--- src/rtl/sorted_serializer.sv ---
// Ping-pong serializer: captures a sorted parallel vector into one of two
// buffers and streams it out one element per handshake, ascending or descending.
module sorted_serializer #(
  parameter int DATA_WIDTH = 16,
  parameter int DATA_NUM   = 16,
  parameter int DESCEND    = 0
) (
  input  logic                        clk,
  input  logic                        reset,
  input  logic                        in_valid,
  input  logic [DATA_WIDTH-1:0]       in_data [DATA_NUM],
  output logic                        in_ready,
  output logic                        out_valid,
  input  logic                        out_ready,
  output logic [DATA_WIDTH-1:0]       out_data,
  output logic [$clog2(DATA_NUM)-1:0] out_index,
  output logic                        out_last
);

  localparam int IDX_W = $clog2(DATA_NUM);
  localparam logic [IDX_W-1:0] LAST = IDX_W'(DATA_NUM - 1);

  logic [DATA_WIDTH-1:0] mem [2][DATA_NUM];
  logic [1:0]            full;
  logic                  wp;
  logic                  rp;
  logic [IDX_W-1:0]      cnt;
  logic                  capture;
  logic                  xfer;
  logic                  retire;

  // Handshake flags come straight from registered state, never from the inputs.
  assign in_ready  = !full[wp];
  assign out_valid = full[rp];
  assign out_index = (DESCEND != 0) ? (LAST - cnt) : cnt;
  assign out_data  = mem[rp][out_index];
  assign out_last  = out_valid && (cnt == LAST);

  assign capture = in_valid && in_ready;
  assign xfer    = out_valid && out_ready;
  assign retire  = xfer && out_last;

  // Control state. A capture and a retire can never target the same buffer:
  // capture needs it empty, retire needs it full.
  always_ff @(posedge clk or negedge reset) begin
    if (!reset) begin
      full <= '0;
      wp   <= 1'b0;
      rp   <= 1'b0;
      cnt  <= '0;
    end else begin
      if (capture) begin
        full[wp] <= 1'b1;
        wp       <= ~wp;
      end
      if (retire) begin
        full[rp] <= 1'b0;
        rp       <= ~rp;
        cnt      <= '0;
      end else if (xfer) begin
        cnt <= cnt + 1'b1;
      end
    end
  end

  // Vector storage; only an empty buffer is ever written.
  always_ff @(posedge clk or negedge reset) begin
    if (!reset) begin
      for (int b = 0; b < 2; b++) begin
        for (int k = 0; k < DATA_NUM; k++) begin
          mem[b][k] <= '0;
        end
      end
    end else if (capture) begin
      for (int k = 0; k < DATA_NUM; k++) begin
        mem[wp][k] <= in_data[k];
      end
    end
  end

endmodule

--- config.mk ---
export PLATFORM = sky130hd
export DESIGN_NAME = sorted_serializer
export DESIGN_NICKNAME = d
export VERILOG_FILES = /design/src/rtl/sorted_serializer.sv
export SDC_FILE = /design/constraint.sdc
export NUM_CORES = 1
export LEC_CHECK = 0
export BUFFER_PORTS_ARGS = -buffer_cell sky130_fd_sc_hd__clkbuf_2
export CORE_AREA = 10 10 206 257
export CTS_CLUSTER_DIAMETER = 100
export DETAILED_ROUTE_END_ITERATION = 6
export DIE_AREA = 0 0 216 267
export GPL_ROUTABILITY_DRIVEN = 0
export HOLD_SLACK_MARGIN = 0.15
export PLACE_DENSITY_LB_ADDON = 0.3
export RECOVER_POWER = 100
export SETUP_SLACK_MARGIN = 0.1
export SLEW_MARGIN = 20
export SYNTH_ARGS = -nofsm -noshare
export SYNTH_HDL_FRONTEND = slang
export SYNTH_SLANG_ARGS = --single-unit
export TNS_END_PERCENT = 20
--- constraint.sdc ---
create_clock -name clk -period 2.42 [get_ports clk]
set_input_delay 0.121 -clock clk [delete_from_list [all_inputs] [get_ports clk]]
set_output_delay 0.121 -clock clk [all_outputs]
set_load 0.005 [all_outputs]
==> metrics.log <==
[metrics] floorplan die width: 216 um
[metrics] share of layout cells above drive strength 1: 0.331
[metrics] post-route DRC violation count: 0
[metrics] Period Utilization, post-route: 1.17
[metrics] most common cell after layout, fill and taps aside: sky130_fd_sc_hd__nand2_1
[metrics] first-iteration detailed-routing DRC count: 1364
[metrics] Register-to-Register Setup Slack: 0.16 ns
[metrics] CTS clock-pin slew for the worst setup and hold paths: 0.06 ns
[metrics] Max Buffers Root-to-Sink: 3
[metrics] vias per cell: 5.56
[metrics] warning count from the yosys run: 0
[metrics] GR Util All Layers: 0.270
[metrics] Core Area: 0.0479 mm2
[metrics] Yosys cell types: 31
[metrics] Critical Path Source: rp
[metrics] Max-Cap Viols: 0
[metrics] final cell count without fillers: 3284
[metrics] Global Route met1 Usage: 0.331
[metrics] global-route wire length before repair: 120000 um
[metrics] GRT Max-Usage Layer: met2
[metrics] largest cells by area after synthesis: sky130_fd_sc_hd__dfrtp_1 (55%), sky130_fd_sc_hd__mux2_2 (13%), sky130_fd_sc_hd__nand2_1 (13%), sky130_fd_sc_hd__mux4_2 (9.1%), sky130_fd_sc_hd__mux2i_1 (3.4%)
[metrics] IO Pins: 283
[metrics] leakage component of the power: 0.0147 uW
[metrics] CTS tree: done
[metrics] Total Power Consumption: 41600 uW
[metrics] Cells after Synth: 2035
[metrics] Rows: 90
[metrics] RSZ-0062 raised after global routing: yes
[metrics] remaining global-route overflow: 0
[metrics] mapped cell area: 0.0237 mm2
[metrics] Final Setup Violations: 17
[metrics] GRT met2 Usage: 0.456
[metrics] Filler Cell Count: 3549
[metrics] Crit Reg-Reg Endpoint: mem[375]
[metrics] CTS Buf Count: 53
[metrics] clk root buf: sky130_fd_sc_hd__clkbuf_16
[metrics] final number of max-transition violations: 0
[metrics] required time reported for the critical path endpoint: 2.30 ns
[metrics] worst setup margin: -0.422 ns
[metrics] path type of the worst min-delay path: input pin to flop
[metrics] Clock H-tree levels: 2
[metrics] minimum clock period: 2.84 ns
[metrics] maximum operating frequency: 0.352 GHz
[metrics] average size of a mapped cell: 11.6 um2
[metrics] critical path launch point type: flop
[metrics] clock sink count: 520
[metrics] largest net degree at the start of global routing: 163
[metrics] VDD IR-drop max: 0.000701 V
[metrics] IO buf count: 282
[metrics] run status: finished, violations left
[metrics] category of the critical setup timing path: flop to primary output
[metrics] final setup skew: 0.0120 ns
[metrics] flop and latch count out of synthesis: 520
[metrics] NumNets Final: 2860
[metrics] die area: 0.0577 mm2
[metrics] die boundary height: 267 um
[metrics] fraction of post-synthesis cell area in the top cell type by area: 0.550
[metrics] power per standard cell area: 1340 mW/mm2
[metrics] worst setup path endpoint: out_data[2]
[metrics] reg2reg path depth: 5
[metrics] count of placed standard cells including taps: 2904
[metrics] ANT nets after route: 0
[metrics] register area share after synthesis: 0.550
[metrics] violated checks: negative setup slack
[metrics] met3 global-route usage: 0.0470
[metrics] relative slew slack: 0.334
[metrics] signed area change from the synthesized netlist to the final layout: 30.9%
[metrics] Initial Util: 0.494
[metrics] worst flop-to-flop path startpoint: wp
[metrics] Worst EP arrival: 2.72 ns
[metrics] final routed wirelength across all metal layers: 77500 um
[metrics] number of antenna violations at the first check in global routing: 4
[metrics] Least-Margin Pin Slew: 0.999 ns
[metrics] vias post-DR: 18300
[metrics] final hold viol count: 0
[metrics] commonest non-fill, non-tap cells in the layout: sky130_fd_sc_hd__nand2_1 (792), sky130_fd_sc_hd__dfrtp_1 (518), sky130_fd_sc_hd__clkbuf_2 (288), sky130_fd_sc_hd__dlygate4sd3_1 (272), sky130_fd_sc_hd__mux2_2 (271)
[metrics] dominant cell type by area after synthesis: sky130_fd_sc_hd__dfrtp_1
[metrics] via count of the first global-routing pass: 19900
[metrics] top fanout value on the critical path: 6
[metrics] Setup crit end kind: primary output
[metrics] Detailed Place HPWL: 51800 um
[metrics] Synthesized Nets: 2296
[metrics] mean routed wirelength per cell: 23.6 um
[metrics] drt first pass iters: 5
[metrics] Hold Crit Depth: 4
[metrics] Clock Latency Late Sink: 0.59 ns
[worst max-delay path, stage by stage, from the launching register on]
cell and delay (ns):
sky130_fd_sc_hd__dfrtp_4 0.57, sky130_fd_sc_hd__buf_12 0.19, sky130_fd_sc_hd__buf_16 0.14, sky130_fd_sc_hd__buf_6 0.13
sky130_fd_sc_hd__mux2_4 0.31, sky130_fd_sc_hd__a21oi_2 0.12, sky130_fd_sc_hd__o211ai_1 0.19, sky130_fd_sc_hd__buf_4 0.19
sky130_fd_sc_hd__a2bb2oi_2 0.16, sky130_fd_sc_hd__clkbuf_2 0.12
[where the power goes]
part           internal [uW]  switching, uW  total [uW]
combinational           9050           8800       17900
sequential             12900           2430       15300
clock                   4970           3420        8390
[synthesized netlist by cell type]
library cell and number:
sky130_fd_sc_hd__nand2_1 793, sky130_fd_sc_hd__nor2_1 18, sky130_fd_sc_hd__buf_12 3, sky130_fd_sc_hd__nor2b_1 1, sky130_fd_sc_hd__dfrtp_1 520, sky130_fd_sc_hd__or2_1 8
sky130_fd_sc_hd__clkbuf_1 59, sky130_fd_sc_hd__a2bb2oi_1 16, sky130_fd_sc_hd__or2_2 8, sky130_fd_sc_hd__buf_2 49, sky130_fd_sc_hd__nand3_1 4, sky130_fd_sc_hd__a41oi_1 1
sky130_fd_sc_hd__mux2_2 275, sky130_fd_sc_hd__a21oi_1 33, sky130_fd_sc_hd__xnor2_1 1, sky130_fd_sc_hd__a31oi_1 1, sky130_fd_sc_hd__ha_1 1, sky130_fd_sc_hd__o211ai_1 16
sky130_fd_sc_hd__o221ai_1 16, sky130_fd_sc_hd__o31ai_1 1, sky130_fd_sc_hd__buf_1 11, sky130_fd_sc_hd__buf_4 3, sky130_fd_sc_hd__mux4_2 96, sky130_fd_sc_hd__and2_1 2
sky130_fd_sc_hd__nand3b_1 2, sky130_fd_sc_hd__buf_6 9, sky130_fd_sc_hd__and3_1 1, sky130_fd_sc_hd__buf_8 3, sky130_fd_sc_hd__and3b_1 1, sky130_fd_sc_hd__o21ai_0 2
sky130_fd_sc_hd__mux2i_1 81
[what timing repair did]
item | 4_1_cts | 5_1_grt
gates resized for setup | 67 | 15
cloned | 3 | 1
hold buffers | 273 | 0
buffers inserted | 9 | 0
endpoints found under the hold margin | 1039 | 0
setup endpoints to repair | 16 | 17
pin swaps | 6 | 1
[metrics by stage]
step,util,setup TNS [ns],hold WS (ns),area (um2),setup WS [ns]
after floorplan,-,0,-0.175,23700,0.731
after global placement,0.546,0,0.156,26100,0.0368
after detailed placement,0.546,0,0.160,26100,0.0185
after CTS,0.651,-6.16,0.154,31200,-0.415
after global routing,0.647,-7.02,0.224,31000,-0.471
final,0.647,-6.02,0.201,31000,-0.422
[worst min path at each step]
stage / start / end / slack [ns]
floorplan: reset / full[0] / -0.17
global placement: reset / mem[70] / 0.16
detailed placement: reset / mem[70] / 0.16
CTS: in_valid / mem[320] / 0.15
global route: in_valid / full[0] / 0.22
finish: in_valid / full[0] / 0.20
[cell families (layout without fill, tap and decap cells)]
group                    count (synthesis)  count (layout)  synth area share
AND/OR/NAND/NOR                        838             838             0.136
flip-flops                             520             520             0.550
multiplexers                           452             452             0.257
buffers and inverters                  137             740            0.0312
AO/OA/AOI/OAI                           86              86            0.0253
adder cells (fa/ha/maj)                  1               1          0.000529
XOR/XNOR                                 1               1          0.000370
other                                    0               2                 0
[routing by layer]
metal,vias up,share of wire
met5,-,0.00012
met4,2,0.050
met3,174,0.066
met2,744,0.50
met1,9300,0.38
li1,8035,-
[state kept, by name, indices dropped and copies added, names as in the netlist]
signal and flops:
mem 512, out_index 4, full 2, rp 1, wp 1
[layout make-up]
class,count,area (um2),area share
Multi-Input combinational cell,1378,10200,0.330
Tap cell,644,806,0.0260
Timing Repair Buffer,646,5160,0.167
Sequential cell,520,13000,0.420
Clock inverter,15,231,0.00748
Clock buffer,79,1520,0.0492
Antenna cell,2,5.00,0.000162
(Power assumes the default switching activity.)
